===== src/rtl/dmem_access_unit.sv =====
// dmem_access_unit
// Load/store unit sitting between the CPU data-request port and a word-wide
// synchronous RAM. The RAM has 1-cycle registered read data and no byte
// enables, so byte and half stores are done as read-modify-write.
//
// Ports:
//   clk, resetn          clock, asynchronous active-low reset
//   req_valid/req_ready  request handshake (ready only while IDLE)
//   req_we               1 = store, 0 = load
//   req_size             00 byte, 01 half, 10/11 word
//   req_unsigned         loads: 1 = zero-extend, 0 = sign-extend
//   req_addr             byte address (bits above RAM_AW+1 are ignored)
//   req_wdata            store data, lane taken from the LSBs
//   rsp_valid            one-cycle completion pulse
//   rsp_rdata            extended load data, 0 for stores
//   rsp_err              misaligned-access flag, valid with rsp_valid
//   ram_addr/ram_we/ram_wdata/ram_rdata   word RAM port
//
// Optional feature: define DMEM_MISALIGN_CHK_EN to flag misaligned half/word
// accesses through an ERR state instead of silently ignoring the low bits.
module dmem_access_unit #(
    parameter int ADDR_WIDTH = 32,
    parameter int RAM_AW     = 12
) (
    input  logic                  clk,
    input  logic                  resetn,
    input  logic                  req_valid,
    output logic                  req_ready,
    input  logic                  req_we,
    input  logic [1:0]            req_size,
    input  logic                  req_unsigned,
    input  logic [ADDR_WIDTH-1:0] req_addr,
    input  logic [31:0]           req_wdata,
    output logic                  rsp_valid,
    output logic [31:0]           rsp_rdata,
    output logic                  rsp_err,
    output logic [RAM_AW-1:0]     ram_addr,
    output logic                  ram_we,
    output logic [31:0]           ram_wdata,
    input  logic [31:0]           ram_rdata
);

    typedef enum logic [2:0] {
        IDLE,
        WR,
        RD1,
        RD2,
        RMW_RD,
        RMW_MRG,
        RMW_WR
`ifdef DMEM_MISALIGN_CHK_EN
        , ERR
`endif
    } state_t;

    state_t state, state_n;

    logic [1:0]        addr_lo_q;
    logic [1:0]        size_q;
    logic              uns_q;
    logic [31:0]       wdata_q;
    logic              capture;

    logic [RAM_AW-1:0] ram_addr_n;
    logic              ram_we_n;
    logic [31:0]       ram_wdata_n;
    logic              rsp_valid_n;
    logic [31:0]       rsp_rdata_n;
    logic              rsp_err_n;

    // Upper address bits are dropped on purpose (address wrap into the RAM).
    logic              addr_hi_unused;
    assign addr_hi_unused = ^req_addr;

    assign req_ready = (state == IDLE);

`ifdef DMEM_MISALIGN_CHK_EN
    logic misaligned;
    assign misaligned = ((req_size == 2'b01) && req_addr[0]) ||
                        (req_size[1] && (req_addr[1:0] != 2'b00));
`endif

    // Select the addressed lane and extend it to 32 bits.
    function automatic logic [31:0] extract(input logic [31:0] w,
                                            input logic [1:0]  lo,
                                            input logic [1:0]  size,
                                            input logic        uns);
        logic [7:0]  b;
        logic [15:0] h;
        b = w[8*lo +: 8];
        h = lo[1] ? w[31:16] : w[15:0];
        case (size)
            2'b00:   extract = uns ? {24'h0, b} : {{24{b[7]}}, b};
            2'b01:   extract = uns ? {16'h0, h} : {{16{h[15]}}, h};
            default: extract = w;
        endcase
    endfunction

    // Overlay the store lane onto the old RAM word; other lanes are kept.
    function automatic logic [31:0] merge(input logic [31:0] old,
                                          input logic [31:0] d,
                                          input logic [1:0]  lo,
                                          input logic [1:0]  size);
        logic [31:0] m;
        m = old;
        if (size == 2'b00) begin
            m[8*lo +: 8] = d[7:0];
        end else begin
            m[16*lo[1] +: 16] = d[15:0];
        end
        return m;
    endfunction

    // State and output registers; everything visible to the outside is
    // registered, so this block simply loads the values chosen below.
    always_ff @(posedge clk or negedge resetn) begin
        if (!resetn) begin
            state     <= IDLE;
            addr_lo_q <= 2'b00;
            size_q    <= 2'b00;
            uns_q     <= 1'b0;
            wdata_q   <= 32'h0;
            ram_addr  <= '0;
            ram_we    <= 1'b0;
            ram_wdata <= 32'h0;
            rsp_valid <= 1'b0;
            rsp_rdata <= 32'h0;
            rsp_err   <= 1'b0;
        end else begin
            state     <= state_n;
            ram_addr  <= ram_addr_n;
            ram_we    <= ram_we_n;
            ram_wdata <= ram_wdata_n;
            rsp_valid <= rsp_valid_n;
            rsp_rdata <= rsp_rdata_n;
            rsp_err   <= rsp_err_n;
            if (capture) begin
                addr_lo_q <= req_addr[1:0];
                size_q    <= req_size;
                uns_q     <= req_unsigned;
                wdata_q   <= req_wdata;
            end
        end
    end

    // Next-state and next-output selection. Strobes (ram_we, rsp_valid,
    // rsp_err) default low so they pulse for exactly one cycle; address,
    // write data and read data hold their last value.
    always_comb begin
        state_n     = state;
        capture     = 1'b0;
        ram_addr_n  = ram_addr;
        ram_we_n    = 1'b0;
        ram_wdata_n = ram_wdata;
        rsp_valid_n = 1'b0;
        rsp_rdata_n = rsp_rdata;
        rsp_err_n   = 1'b0;
        case (state)
            IDLE: begin
                if (req_valid) begin
                    capture = 1'b1;
`ifdef DMEM_MISALIGN_CHK_EN
                    if (misaligned) begin
                        state_n = ERR;
                    end else
`endif
                    begin
                        ram_addr_n = req_addr[RAM_AW+1:2];
                        if (!req_we) begin
                            state_n = RD1;
                        end else if (req_size[1]) begin
                            ram_wdata_n = req_wdata;
                            ram_we_n    = 1'b1;
                            state_n     = WR;
                        end else begin
                            state_n = RMW_RD;
                        end
                    end
                end
            end
            WR: begin
                rsp_valid_n = 1'b1;
                rsp_rdata_n = 32'h0;
                state_n     = IDLE;
            end
            RD1:    state_n = RD2;
            RD2: begin
                rsp_rdata_n = extract(ram_rdata, addr_lo_q, size_q, uns_q);
                rsp_valid_n = 1'b1;
                state_n     = IDLE;
            end
            RMW_RD: state_n = RMW_MRG;
            RMW_MRG: begin
                ram_wdata_n = merge(ram_rdata, wdata_q, addr_lo_q, size_q);
                ram_we_n    = 1'b1;
                state_n     = RMW_WR;
            end
            RMW_WR: begin
                rsp_valid_n = 1'b1;
                rsp_rdata_n = 32'h0;
                state_n     = IDLE;
            end
`ifdef DMEM_MISALIGN_CHK_EN
            ERR: begin
                rsp_valid_n = 1'b1;
                rsp_err_n   = 1'b1;
                rsp_rdata_n = 32'h0;
                state_n     = IDLE;
            end
`endif
            default: state_n = IDLE;
        endcase
    end

endmodule


===== config.mk =====
export PLATFORM = sky130hd
export DESIGN_NAME = dmem_access_unit
export DESIGN_NICKNAME = d
export VERILOG_FILES = /design/src/rtl/dmem_access_unit.sv
export SDC_FILE = /design/constraint.sdc
export NUM_CORES = 1
export LEC_CHECK = 0
export BUFFER_PORTS_ARGS = -buffer_cell sky130_fd_sc_hd__buf_2
export CORE_AREA = 2 2 80 140
export CTS_CLUSTER_DIAMETER = 30
export DETAILED_ROUTE_END_ITERATION = 8
export DIE_AREA = 0 0 82 142
export PLACE_DENSITY = 0.77
export SYNTH_ARGS = -nofsm -noshare
export SYNTH_HDL_FRONTEND = slang
export SYNTH_SLANG_ARGS = --single-unit

===== constraint.sdc =====
create_clock -name clk -period 2.92 [get_ports clk]
set_input_delay 0.438 -clock clk [delete_from_list [all_inputs] [get_ports clk]]
set_output_delay 0.438 -clock clk [all_outputs]
set_load 0.05 [all_outputs]

**Yosys cells after proc, flatten, opt, wreduce, memory -nomap -nowiden**

Index checks and enable logic that the tools add are counted.

- Add/sub/neg operators: 2
- Mux-type cells: 23
- Reduce and logical (&&, ||, !) cells: 8
- Equal/unequal tests: 10
- Shift-type cells: 5

Operators by type and width:

| kind | number |
|---|---|
| $mux 32 | 6 |
| $pmux 32 s2 | 3 |
| $neg 5->34 | 2 |
| $bwmux 32 | 2 |
| $shift 16x34->32 const A | 1 |
| $shift 8x34->32 const A | 1 |
| $shiftx 16x34->32 | 1 |
| $shiftx 8x34->32 | 1 |
| $shiftx 32x6->8 | 1 |
| $mux 16 | 1 |
| $pmux 3 s4 | 1 |
| $eq 3x3->1 const B | 3 |
| $mux 3 | 3 |
| $eq 3x2->1 const B | 2 |
| $mux 1 | 6 |
| $ne 2x1->1 const B | 2 |
| $reduce_and 4->1 | 1 |
| $reduce_bool 2->1 | 2 |
| $eq 3x1->1 const B | 1 |
| $logic_not 3->1 | 1 |
| $reduce_or 3->1 | 1 |
| $eq 2x1->1 const B | 1 |
| $logic_not 2->1 | 1 |
| $ne 2x2->1 const B | 1 |
| 3 further kinds | 3 |

- Register bits after elaboration: 102
- Bits of input ports: 103
- Word-level logic and storage cells: 58

**Logic depth before layout (Yosys ltp)**

- Word-level depth: 5
- Mapped depth: 9
- Mapped depth without buffers: 6

**Least setup slack after synthesis**

No wires, ideal clock.

- Path kind: flip-flop to flip-flop
- From: reg state[2]
- To: reg ram_wdata[30]
- Clock period less this slack: 2.829 ns
- Cell stages (with the launch flop): 7
- Path slack: 0.091 ns
- Arrival time: 2.691 ns
- Data required time: 2.783 ns
- Cell sequence: dfrtp_1 > clkbuf_1 > nor3_1 > nand4_1 > buf_2 > mux2i_1 > a21oi_1

- Cells in the longest elaborated chain, start to end: 3
- Elaborated cells on any way between the ends: 8
- Classes of those cells: eq/ne (4); mux (1); reduce/logical (3)

RTL lines:

| what | line | text |
|---|---|---|
| start: declaration | 56 | `state_t state, state_n;` |
| start signal: assignment | 130 | `state <= state_n;` |
| $logic_not 3->1 (*) | -- |  |
| via req_ready | 28 | `output logic req_ready,` |
| $ne 2x1->1 (no line) (tied with other cells) | -- |  |
| $reduce_and 4->1 (no line) | -- |  |
| end signal: assignment | 133 | `ram_wdata <= ram_wdata_n;` |
| end: declaration | 39 | `output logic [31:0] ram_wdata,` |

Mark *: on every way through the listed nets, which the timed path passes. The rest lies on a longest branch.
A chain may end at the register's enable or synchronous reset.

**Worst setup path in the final report**

- From: reg addr_lo_q[0]
- To: reg ram_wdata[28]

- Cells in the longest elaborated chain, start to end: 5
- Elaborated cells on any way between the ends: 6
- Classes of those cells: add/sub (1); shift (2); mux (3)

RTL lines:

| what | line | text |
|---|---|---|
| start: declaration | 58 | `logic [1:0] addr_lo_q;` |
| start signal: assignment | 138 | `addr_lo_q <= req_addr[1:0];` |
| $neg 5->34 (*) | 107 | `m[8*lo +: 8] = d[7:0];` |
| $shiftx 8x34->32 / $shift 8x34->32 (equally long branches) | 107 |  |
| $bwmux 32 (*) | 107 |  |
| $mux 32 (*) | 106 | `if (size == 2'b00) begin` |
| $pmux 32 s2 (*) | 158 | `case (state)` |

Mark *: on every way between the ends. The rest lies on a longest branch, timed or not.

==> results.yml <==
logic_synthesis:
  yosysUniqueCellTypes: 48
  syn_nets: 600
  synth_area_leaders: "dfrtp_1 (48%), mux2i_1 (9.3%), mux2_2 (6.6%)"
  synth_area_per_cell_sq_um: 10.7
  synthFlopType: "dfrtp_1"
  yosysTopAreaCellShare_pct: 48.4
  synth_edf_count: 0
  ys_async_sr_fraction_pct: 100
  ys_seq_elements: 102
  postSynthCellCount: 492
  yosysTopAreaCell: "dfrtp_1"
  ys_seq_area_share_pct: 48.4
  synth_area_sq_um: 5280
  synth-warning-count: 0
die:
  io_pins: 183
  start_util_pct: 50.2
  row_count: 50
  fp.coreArea_sq_um: 10500
  die-height_microns: 142
  die_w_microns: 82
  die_area_sq_um: 11600
global_route:
  grt_pass1_wl_microns: 23900
  grt_max_degree: 59
  antenna_found_initial: 0
  grt_pass1_vias: 4650
  overflow: 0
  grtUsageTotal_pct: 27.4
sta:
  period_needed_ns: 2.32
  finClkSkew_ns: 0.0103
  worst_pin_slew_ns: 0.785
  slew_headroom_pct: 47.7
  post-route-period-util_pct: 79.5
  slew_violations: 0
  rsz0062_at_grt: "no"
  tns_ns: 0
  finalHoldViolCount: 0
  fmax_ghz: 0.431
  finalSetupViolations: 0
  worst_slack_ns: 0.598
cts:
  htreeDepth: 3
  cts_tree: "done"
  cts_resized: 0
  clk_latency_ns: 0.35
  clock_sinks: 102
  clkTransAtPathRegs_ns: 0.07
  cts_hold_buffers: 0
  clk_path_buf_depth: 2
  cts_buffers: 9
  cts_setup_buffers: 0
  cts-root-buf: "clkbuf_16"
detailed_routing:
  wirelength_microns: 15600
  first_pass_iters: 8
  final_antenna_net_count: 0
  drt_iter0_drc: 379
  via_per_inst: 6.06
  post_drt_wl_per_cell_microns: 20.2
  vias: 4693
  drc: 0
worst_setup_path:
  critPathCaptureType: "flip-flop"
  timing.critical_path.arrival_ns: 2.60
  crit_type: "reg -> reg"
  startpoint_type: "flip-flop"
  worst-path-max-fanout: 16
  worstPathRequired_ns: 3.19
place:
  place_hpwl_microns: 11400
  io_buffer_count: 163
  pre_cts_ws_ns: 0.622
  dp_cells: 759
  placed_area_sq_um: 6190
  place.gp.congestion: 0.944
finish:
  final_cells: 774
  finalNetCount: 748
  post_route_cells_drive_above_1_share_pct: 36.8
  final_cell_area_sq_um: 6500
  nFillCells: 917
  area_growth_pct: 23.3
  antenna_cells: 0
power:
  pwr-share-comb_pct: 55.5
  p_clk_share_pct: 15.2
  p_switching_uw: 4260
  vdd_drop_max_mv: 0.724
  swShare_pct: 50.4
  p_leak_uw: 0.00328
  power_density_nw_per_um2: 1300
  seqPwrFrac_pct: 29.3
  cell_internal_pwr_uw: 4200
job:
  cap_violations: 0
status:
  status: "completed"
hold_path:
  hp-class: "in -> async"
==> final timing paths <==
path,from,to,slack (ns),depth (start not counted)
worst max-delay path,addr_lo_q[0]$_DFFE_PN0P_,ram_wdata[28]$_DFFE_PN0P_,0.60,6
worst min-delay path,resetn,rsp_rdata[28]$_DFFE_PN0P_,0.16,1
worst max register to register,addr_lo_q[0]$_DFFE_PN0P_,ram_wdata[28]$_DFFE_PN0P_,0.60,6
worst min register to register,rsp_rdata[4]$_DFFE_PN0P_,rsp_rdata[4]$_DFFE_PN0P_,0.48,2
max in group asynchronous,resetn,rsp_rdata[20]$_DFFE_PN0P_,2.07,2
min in group clk,req_addr[10],ram_addr[8]$_DFFE_PN0P_,0.32,2
==> through the flow <==
| stage | utilization, % | hold slack (ns) | power (uW) |
|---|---|---|---|
| floorplan | - | 0.142 | 6040 |
| global placement | 58.9 | 0.461 | 7020 |
| detailed placement | 58.9 | 0.466 | 7170 |
| CTS | 61.9 | 0.187 | 8460 |
| global route | 61.9 | 0.219 | 8930 |
| finish | 61.9 | 0.159 | 8460 |
==> cells in the final DEF, fill, tap and decap left out, drive strengths merged, types with 5 or more instances in the layout <==
cell    instances
a221o          16
buf           176
nand2          38
a222oi          7
nand2b         17
a21oi          67
o21ai          28
ha              5
inv            21
a22o            8
mux2           31
a221oi         16
o311ai         16
mux2i          49
dfrtp         102
clkbuf         10
==> layer usage <==
layer	share of wire [%]	global-route usage, %	wire length [microns]	vias to the layer above
li1	-	-	-	2144
met1	37	32.9	5780	2295
met2	52	44.8	8050	208
met3	6.3	5.14	978	46
met4	5.2	16.0	812	0
met5	0	0	0	-
==> worst max-delay path, cell delays in order, from the launching register on <==
cell and delay [ns]:
dfrtp_1 0.51, inv_1 0.15, ha_1 0.26, or3b_1 0.61, o311ai_0 0.39, a21oi_1 0.18
a21oi_1 0.15
==> cells in the mapped netlist, types with 2 or more instances <==
master	instances
a21oi_1	67
a221o_1	6
a221o_2	10
a221oi_1	16
a222oi_1	7
a22o_1	8
buf_1	2
buf_2	10
buf_6	2
clkbuf_1	24
dfrtp_1	102
ha_1	5
inv_1	21
mux2_2	31
mux2i_1	49
nand2_1	38
nand2b_1	17
nand3b_1	2
nand4_1	2
nor2_1	4
nor3_1	2
o21ai_0	27
o311ai_0	15
==> sequential cells by signal, summed over array words and instances (netlist names) <==
name	count
ram_wdata	32
wdata_q	16
ram_we	1
addr_lo_q	2
state	3
uns_q	1
ram_addr	12
size_q	2
rsp_rdata	32
rsp_valid	1
==> power by group through the flow <==
| stage | Clock [uW] | Combinational [uW] | Sequential, uW |
|---|---|---|---|
| floorplan | 0 | 2070 | 3970 |
| global placement | 0 | 4580 | 2440 |
| detailed placement | 0 | 4680 | 2490 |
| CTS | 1300 | 4690 | 2470 |
| global route | 1360 | 5010 | 2560 |
| finish | 1280 | 4700 | 2480 |
==> final cells by class <==
type	instances	area, sq um	share of cell area (%)
Multi-Input combinational cell	330	2470	37.9
Clock inverter	5	85.1	1.31
Timing Repair Buffer	176	928	14.3
Sequential cell	102	2550	39.2
Inverter	21	78.8	1.21
Tap cell	130	163	2.50
Clock buffer	10	229	3.52
==> cells by family after synthesis <==
logic type	after synthesis	synth area share, %
AOI/OAI and AO/OA	169	22.3
DFF	102	48.4
muxes	80	15.9
and+or+nand+nor	75	7.33
buffers and inverters	60	4.86
adders and majority gates	5	1.19
other	1	0.0711
Power figures use the tool's default switching activity.
